File: src/rtl/display_sched_pkg.sv
// rtl/display_sched_pkg.sv - shared state type, csel width and default timing for the display refresh scheduler
package display_sched_pkg;

  typedef enum logic [2:0] {
    IDLE,
    LOAD,
    SHIFT,
    LATCH,
    BLANK,
    DONE
  } state_t;

  localparam int CSEL_W = 3;

  localparam int DEF_CLK_DIV        = 20;
  localparam int DEF_NUM_SEL        = 8;
  localparam int DEF_SHIFT_BITS     = 32;
  localparam int DEF_BLANK_CYCLES   = 8;
  localparam int DEF_REFRESH_PERIOD = 40000;

endpackage

File: src/rtl/display_sclk_gen.sv
// rtl/display_sclk_gen.sv - sclk prescaler: low half then high half, with rise/fall tick strobes
module display_sclk_gen #(
  parameter int CLK_DIV = 20
) (
  input  logic clk,
  input  logic reset,
  input  logic run,
  output logic sclk,
  output logic rise_tick,
  output logic fall_tick
);

  localparam int CW = (CLK_DIV > 1) ? $clog2(CLK_DIV) : 1;

  logic [CW-1:0] cnt_q;
  logic          phase_q;
  logic          half_end;

  assign half_end = (cnt_q == CW'(CLK_DIV - 1));

  // Held at the start of a low half whenever not running, so every group begins identically.
  always_ff @(posedge clk) begin
    if (reset || !run) begin
      cnt_q   <= '0;
      phase_q <= 1'b0;
    end else if (half_end) begin
      cnt_q   <= '0;
      phase_q <= ~phase_q;
    end else begin
      cnt_q <= cnt_q + 1'b1;
    end
  end

  assign sclk      = phase_q;
  assign rise_tick = run && half_end && !phase_q;
  assign fall_tick = run && half_end && phase_q;

endmodule

File: src/rtl/display_refresh_scheduler.sv
// rtl/display_refresh_scheduler.sv - front-panel display bus sequencer; optional DISPLAY_SCHED_TEST_PATTERN_EN walking-one source
module display_refresh_scheduler
  import display_sched_pkg::*;
#(
  parameter int CLK_DIV        = DEF_CLK_DIV,
  parameter int NUM_SEL        = DEF_NUM_SEL,
  parameter int SHIFT_BITS     = DEF_SHIFT_BITS,
  parameter int BLANK_CYCLES   = DEF_BLANK_CYCLES,
  parameter int REFRESH_PERIOD = DEF_REFRESH_PERIOD
) (
  input  logic                          clk40m_i,
  input  logic                          reset_i,
`ifdef DISPLAY_SCHED_TEST_PATTERN_EN
  input  logic                          test_pattern_i,
`endif
  input  logic                          enable_i,
  input  logic                          update_i,
  input  logic [NUM_SEL*SHIFT_BITS-1:0] data_ib,
  output logic                          busy_o,
  output logic                          frame_done_o,
  output logic                          latch_o,
  output logic                          blank_o,
  output logic [CSEL_W-1:0]             csel_ob3,
  output logic                          sclk_o,
  output logic                          data_o
);

  localparam int FW = NUM_SEL * SHIFT_BITS;
  localparam int RW = (REFRESH_PERIOD > 1) ? $clog2(REFRESH_PERIOD) : 1;
  localparam int BW = $clog2(SHIFT_BITS + 1);
  localparam int TW = 16;

  state_t                  state_q, state_d;
  logic                    pending_q;
  logic [RW-1:0]           refresh_q;
  logic [FW-1:0]           fbuf_q;
  logic [FW-1:0]           snap_data;
  logic [SHIFT_BITS-1:0]   shreg_q;
  logic [SHIFT_BITS-1:0]   cur_group;
  logic [TW-1:0]           tcnt_q;
  logic [BW-1:0]           bit_q;
  logic [CSEL_W-1:0]       csel_q;
  logic                    final_q;
  logic                    refresh_wrap;
  logic                    start;
  logic                    last_grp;
  logic                    sclk, rise_tick, fall_tick;

  assign refresh_wrap = (refresh_q == RW'(REFRESH_PERIOD - 1));
  assign start        = (state_q == IDLE) && pending_q && enable_i;
  assign last_grp     = (csel_q == CSEL_W'(NUM_SEL - 1));
  assign cur_group    = fbuf_q[int'(csel_q)*SHIFT_BITS +: SHIFT_BITS];

`ifdef DISPLAY_SCHED_TEST_PATTERN_EN
  logic [7:0] frame_count_q;

  always_ff @(posedge clk40m_i) begin
    if (reset_i) begin
      frame_count_q <= '0;
    end else if (state_q == DONE) begin
      frame_count_q <= frame_count_q + 1'b1;
    end
  end

  always_comb begin
    snap_data = data_ib;
    if (test_pattern_i) begin
      for (int g = 0; g < NUM_SEL; g++) begin
        snap_data[g*SHIFT_BITS +: SHIFT_BITS] =
          SHIFT_BITS'(1) << ((g + int'(frame_count_q)) % SHIFT_BITS);
      end
    end
  end
`else
  assign snap_data = data_ib;
`endif

  display_sclk_gen #(
    .CLK_DIV (CLK_DIV)
  ) u_sclk_gen (
    .clk       (clk40m_i),
    .reset     (reset_i),
    .run       (state_q == SHIFT),
    .sclk      (sclk),
    .rise_tick (rise_tick),
    .fall_tick (fall_tick)
  );

  always_ff @(posedge clk40m_i) begin
    if (reset_i) begin
      state_q <= IDLE;
    end else begin
      state_q <= state_d;
    end
  end

  always_comb begin
    state_d      = state_q;
    busy_o       = 1'b0;
    frame_done_o = 1'b0;
    latch_o      = 1'b0;
    blank_o      = 1'b1;
    data_o       = 1'b0;
    case (state_q)
      IDLE: begin
        if (start) state_d = LOAD;
      end
      LOAD: begin
        busy_o  = 1'b1;
        blank_o = 1'b0;
        data_o  = cur_group[SHIFT_BITS-1];
        state_d = SHIFT;
      end
      SHIFT: begin
        busy_o  = 1'b1;
        blank_o = 1'b0;
        data_o  = shreg_q[SHIFT_BITS-1];
        // Leave only at the end of the high half that follows the last rising edge.
        if (fall_tick && bit_q == BW'(SHIFT_BITS)) state_d = LATCH;
      end
      LATCH: begin
        busy_o  = 1'b1;
        latch_o = 1'b1;
        if (tcnt_q == TW'(CLK_DIV - 1)) state_d = BLANK;
      end
      BLANK: begin
        busy_o = 1'b1;
        if (tcnt_q == TW'(BLANK_CYCLES - 1)) state_d = (final_q || !enable_i) ? DONE : LOAD;
      end
      DONE: begin
        frame_done_o = 1'b1;
        state_d      = IDLE;
      end
      default: state_d = IDLE;
    endcase
  end

  always_ff @(posedge clk40m_i) begin
    if (reset_i) begin
      pending_q <= 1'b0;
      refresh_q <= '0;
      fbuf_q    <= '0;
      shreg_q   <= '0;
      tcnt_q    <= '0;
      bit_q     <= '0;
      csel_q    <= '0;
      final_q   <= 1'b0;
    end else begin
      refresh_q <= refresh_wrap ? '0 : refresh_q + 1'b1;
      // A new request in the same cycle as the start keeps pending set for one more frame.
      pending_q <= update_i || refresh_wrap || (pending_q && !start);
      tcnt_q    <= (state_d != state_q) ? '0 : tcnt_q + 1'b1;
      if (start) begin
        fbuf_q <= snap_data;
        csel_q <= '0;
      end
      if (state_q == LOAD) begin
        shreg_q <= cur_group;
        bit_q   <= '0;
      end
      if (state_q == SHIFT) begin
        if (rise_tick) bit_q <= bit_q + 1'b1;
        if (fall_tick) shreg_q <= shreg_q << 1;
      end
      if (state_q == LATCH && state_d == BLANK) begin
        final_q <= last_grp || !enable_i;
        if (!last_grp && enable_i) csel_q <= csel_q + 1'b1;
      end
      if (state_d == DONE) csel_q <= '0;
    end
  end

  assign csel_ob3 = csel_q;
  assign sclk_o   = sclk;

endmodule

File: config.mk
export PLATFORM = sky130hd
export DESIGN_NAME = display_refresh_scheduler
export DESIGN_NICKNAME = d
export VERILOG_FILES = /design/src/rtl/display_sched_pkg.sv /design/src/rtl/display_sclk_gen.sv /design/src/rtl/display_refresh_scheduler.sv
export SDC_FILE = /design/constraint.sdc
export NUM_CORES = 1
export LEC_CHECK = 0
export CAP_MARGIN = 15
export CORE_MARGIN = 3
export CORE_UTILIZATION = 57
export CTS_CLUSTER_SIZE = 40
export DETAILED_ROUTE_END_ITERATION = 10
export GPL_ROUTABILITY_DRIVEN = 0
export PLACE_DENSITY = 0.86
export REMOVE_ABC_BUFFERS = 1
export SETUP_SLACK_MARGIN = 0.2
export SLEW_MARGIN = 20
export SYNTH_ARGS = -nofsm -noshare
export SYNTH_HDL_FRONTEND = slang
export SYNTH_SLANG_ARGS = --single-unit
File: constraint.sdc
create_clock -name clk40m_i -period 3 [get_ports clk40m_i]
set_input_delay 0.75 -clock clk40m_i [delete_from_list [all_inputs] [get_ports clk40m_i]]
set_output_delay 0.75 -clock clk40m_i [all_outputs]
set_load 0.01 [all_outputs]
; ---- Yosys cells after proc, flatten, opt, wreduce, memory -nomap -nowiden
; Cells that the tools add are included.
; Widths: inputs -> output; s select.
[totals]
ff_bits = 340
inputBits = 260
output_inout_bits = 9
[classes]
add_sub_neg = 5
eq_ne = 14
shifts = 1
muxes = 20
bitwise_logic = 1
reduce_logical = 26
[ops]
columns = cell, n
row1 = $shiftx 256x9->32, 1
row2 = $mux 32, 3
row3 = $add 16x1->16 const B, 2
row4 = $mux 3, 8
row5 = $mux 6, 3
row6 = $eq 16x16->1 const B, 1
row7 = $eq 16x3->1 const B, 1
row8 = $eq 16x5->1 const B, 1
row9 = $eq 3x3->1 const B, 5
row10 = $pmux 3 s5, 1
row11 = $reduce_or 2->1, 5
row12 = $logic_and 1x1->1, 9
row13 = $add 6x1->6 const B, 1
row14 = $eq 3x2->1 const B, 2
row15 = $eq 6x6->1 const B, 1
row16 = $add 5x1->5 const B, 1
row17 = $eq 5x5->1 const B, 1
row18 = $logic_not 1->1, 5
row19 = $logic_or 1x1->1, 5
row20 = $mux 1, 4
row21 = $reduce_or 4->1, 1
row22 = $add 3x1->3 const B, 1
row23 = $eq 3x1->1 const B, 1
row24 = $logic_not 3->1, 1
row25 = other kinds (3), 3

; ---- Depth between registers and ports, before layout
[logic_depth]
ltp_word = 9
depth_mapped = 8
depth_no_buf = 7

; ---- By module
; Synthesis repeated with hierarchy kept, for this count alone.
[hier_totals]
hier_cells = 1677
area_unflattened_um2 = 14271.2
[by_module_without_submodules]
columns = module, instances, cells_per_inst, area_each_um2, seq_area_each_um2
row1 = display_refresh_scheduler, 1, 1650, 14008.4, 6686.4
row2 = display_sclk_gen, 1, 27, 262.8, 120.1

; ---- Worst setup path after synthesis
; Ideal clock, no wire load.
[synth_timing]
path_kind = register -> output
from = reg csel_q[1], in the netlist csel_ob3[1]
to = out data_o
t_arrival_ps = 1584
t_required_ps = 2250
path_slack_ps = 666
path_stages_with_launch = 7
path_cell_list = dfxtp_1 > buf_2 > buf_2 > mux4_2 > mux2i_1 > nor2_1 > a21o_1
[synth_via]
elab_chain_cells = 2
[synth_lines]
columns = item, line
row1 = from (decl), display_refresh_scheduler.sv:42  ; logic [CSEL_W-1:0] csel_q;
row2 = from (signal assigned), display_refresh_scheduler.sv:167  ; if (!last_grp && enable_i) csel_q <= csel_q + 1'b1;
row3 = $shiftx 256x9->32, display_refresh_scheduler.sv:52  ; assign cur_group = fbuf_q[int'(csel_q)*SHIFT_BITS +: SHIFT_BITS];
row4 = $pmux 1 s2, display_refresh_scheduler.sv:104  ; case (state_q)
row5 = to (decl), display_refresh_scheduler.sv:25  ; output logic data_o
; No other way between the ends.

; ---- Final worst setup path
[layout_timing]
from = reg csel_q[0], in the netlist csel_ob3[0]
to = out csel_ob3[0]
[layout_lines]
columns = item, line
row1 = to (decl), display_refresh_scheduler.sv:23  ; output logic [CSEL_W-1:0] csel_ob3,
; No word-level cell between the ends.

==> summary.md <==
| Metric | Value |
|---|---|
| Antenna viol nets, final | `0` |
| Core Box Area | `24600 um^2` |
| Initial antenna violation count | `3` |
| CP Cell Sequence | `buf_6 > clkdlybuf4s50_1` |
| H-tree levels | `2` |
| Commonest non-fill, non-tap cells in the layout | `593 x nand2_1, 334 x dfxtp_1, 293 x a21oi_1, 266 x clkdlybuf4s50_1, 64 x mux4_2` |
| Top FF cell, synth | `dfxtp_1` |
| Final Power | `9950 uW` |
| Largest net degree at the start of global routing | `152` |
| DR vias | `12600` |
| Layout filler cell count | `1706` |
| Tcrit/Tclk final | `0.901` |
| Lkg Pwr | `0.00616 uW` |
| Worst min-delay path category | `flop to flop` |
| Worst r2r src | `csel_ob3[2]$_SDFF_PP0_` |
| Setup Crit Path Kind | `flop to output pin` |
| First-pass GRT wire length | `59900 um` |
| Number of port buffers | `268` |
| CTS tree | `yes` |
| Sink Count | `340` |
| Worst VDD drop | `431 uV` |
| Pins Over Slew Limit | `0` |
| CP Max Fanout | `33` |
| Root Buffer | `clkbuf_16` |
| Unique cell type count in the Yosys netlist | `53` |
| Max Cap Viol | `0` |
| Yosys warns | `0` |
| Fmax | `370 MHz` |
| Clock transition at the registers of the reported paths | `0.06 ns` |
| Gr usage total | `0.271` |
| Worst-Margin Slew | `0.790 ns` |
| Critical Path End Type | `output pin` |
| Area Growth Syn to Fin | `27.6%` |
| Post-route DRC | `0` |
| RSZ-0062 raised after global routing | `false` |
| Mapped Area | `14500 um^2` |
| Outcome | `complete, no violations` |
| Post-layout nets | `2148` |
| Crit path arrival time | `1.95 ns` |
| Initial drt markers | `803` |
| Slew HR | `0.473` |
| Die width | `165 um` |
| Share of flip-flops with an asynchronous set or reset | `0` |
| I/O pin count | `269` |
| Setup Skew | `0.0212 ns` |
| Number of synthesized flops with an enable pin | `0` |
| FP Rows | `57` |
| Slowest CP cell | `clkdlybuf4s50_1` |
| WHS | `0.451 ns` |
| Post-synthesis sequential area ratio | `0.470` |
| HP Start | `fbuf_q[160]$_SDFFE_PP0P_` |
| Drt first pass iters | `5` |
| PD cells | `539 nW/um^2` |
| Starting Density | `0.588` |
| Flops & latches, synth | `340` |
| Vias per inst | `5.67` |
| Syn Area/Cell | `8.62 um^2` |
| Min cycle time layout | `2.70 ns` |
| Clock latency on the worst-skew pair | `0.51 ns` |
| Hold buffer count at cts | `0` |
| Clock Path Buffers | `3` |
| Final Hold Vio Count | `0` |
| Final core utilization | `0.751` |
| Slowest stage delay, CP | `0.65 ns` |
| GRT Residual Overflow | `0` |
| CTS Buf Count | `36` |
| Final setup viols | `0` |
| Die Y-Extent | `165 um` |
| Routed WL per cell | `16.9 um` |
| Fraction of layout cells with a size suffix above 1 | `0.0917` |
| Setup crit start | `csel_ob3[0]$_SDFF_PP0_` |
| Most common cell after layout, fill and taps aside | `nand2_1` |
| Dpl hpwl | `24700 um` |
| Area of the die | `27300 um^2` |
| Mapped Cells | `1678` |
| Total wire length | `37600 um` |
| Worst EP required | `2.25 ns` |
| Vias in the first global route | `12500` |
| Startpoint class of the critical path | `flop` |
## worst max-delay path, delay by kind of cell (launching register included)
kind | cells | cell delay, ns
buffers and inverters | 2 | 1.06
DFF | 1 | 0.37
## power by group
part           switching, uW  internal (uW)  leakage, uW
Clock                   1690           2430     0.000524
Combinational            465            551      0.00287
Sequential               108           4700      0.00277
## metrics by stage
| step | setup TNS [ns] | worst slack [ns] | area (um^2) | instances |
|---|---|---|---|---|
| 3_5_place_dp | 0 | 0.354 | 17400 | 2166 |
| 4_1_cts | 0 | 0.166 | 18500 | 2222 |
| 3_3_place_gp | 0 | 0.377 | 17400 | 2166 |
| 6_report | 0 | 0.298 | 18500 | 2225 |
| 2_1_floorplan | -1160.49 | -4.46 | 13900 | 1548 |
| 5_1_grt | 0 | 0.211 | 18500 | 2225 |
## area by class of cell
| type | count | area (um^2) | area share |
|---|---|---|---|
| Multi-Input combinational cell | 1199 | 7090 | 0.384 |
| Sequential cell | 340 | 6820 | 0.369 |
| Timing Repair Buffer | 295 | 3040 | 0.165 |
| Clock buffer | 51 | 1020 | 0.0551 |
| Tap cell | 324 | 405 | 0.0219 |
| Clock inverter | 4 | 52.6 | 0.00284 |
| Inverter | 9 | 33.8 | 0.00183 |
| Antenna cell | 3 | 7.51 | 0.000406 |
## timing repair
| item | in CTS | in global routing |
|---|---|---|
| resized for setup | 5 | 4 |
| pin swaps | 0 | 1 |
| endpoints found under the setup margin | 4 | 3 |
| gates cloned | 0 | 0 |
| buffers inserted | 1 | 0 |
## layer usage
| layer | vias up | GRT usage | routed length, um |
|---|---|---|---|
| met5 | - | 0 | 0 |
| met4 | 0 | 0.0847 | 860 |
| met3 | 65 | 0.0387 | 2200 |
| met2 | 452 | 0.483 | 19600 |
| met1 | 6005 | 0.339 | 15000 |
| li1 | 6104 | - | - |
## kinds of logic after synthesis
| kind of cell | count (synthesis) | synth area share |
|---|---|---|
| AO/OA/AOI/OAI | 341 | 0.128 |
| XOR/XNOR | 33 | 0.0200 |
| adder cells (fa/ha/maj) | 7 | 0.00605 |
| buffers and inverters | 139 | 0.0412 |
| flip-flops | 340 | 0.470 |
| multiplexers | 100 | 0.125 |
| AND/OR/NAND/NOR | 718 | 0.210 |
## cells in the mapped netlist, types with 2 or more instances
library cell  number  area share
a211oi_1           5      0.0026
and4_1             5      0.0030
o211ai_1          31       0.016
and3_1             4      0.0017
or3_1              3      0.0013
o21ai_0            5      0.0017
buf_2             41       0.014
nor2_1            32      0.0083
ha_1               7      0.0061
xnor2_1           13      0.0079
nor3b_1            4      0.0021
a21oi_1          293        0.10
nand2b_1           3      0.0013
nor3_1            14      0.0048
xor2_1            20       0.012
nor3_2            10      0.0069
mux4_2            64        0.10
buf_1              2     0.00052
nand2_1          593        0.15
nor4_1             4      0.0017
and3b_1            2      0.0012
nor4_2             3      0.0026
buf_4              2      0.0010
inv_1              9      0.0023
mux2_1             2      0.0016
mux2i_1           33       0.023
buf_6              2      0.0016
or2_2              2     0.00086
nand3b_1           4      0.0021
dfxtp_1          340        0.47
nand3_1           16      0.0055
clkbuf_1          83       0.022
nand4_1            7      0.0030
## worst paths after layout
check / end / slack (ns) / depth (start not counted)
worst max register to register: shreg_q[8]$_SDFF_PP0_ / 0.64 / 6
worst min-delay path: fbuf_q[160]$_SDFFE_PP0P_ / 0.45 / 2
worst min register to register: fbuf_q[160]$_SDFFE_PP0P_ / 0.45 / 2
worst max-delay path: csel_ob3[0] / 0.30 / 2
## sequential cells by signal, indices dropped and copies added (netlist names), 3 cells and up
| signal | count |
|---|---|
| bit_q | 6 |
| csel_ob3 | 3 |
| fbuf_q | 256 |
| refresh_q | 16 |
| shreg_q | 32 |
| state_q | 3 |
| tcnt_q | 16 |
| u_sclk_gen.cnt_q | 5 |
Power figures use the tool's default switching activity.
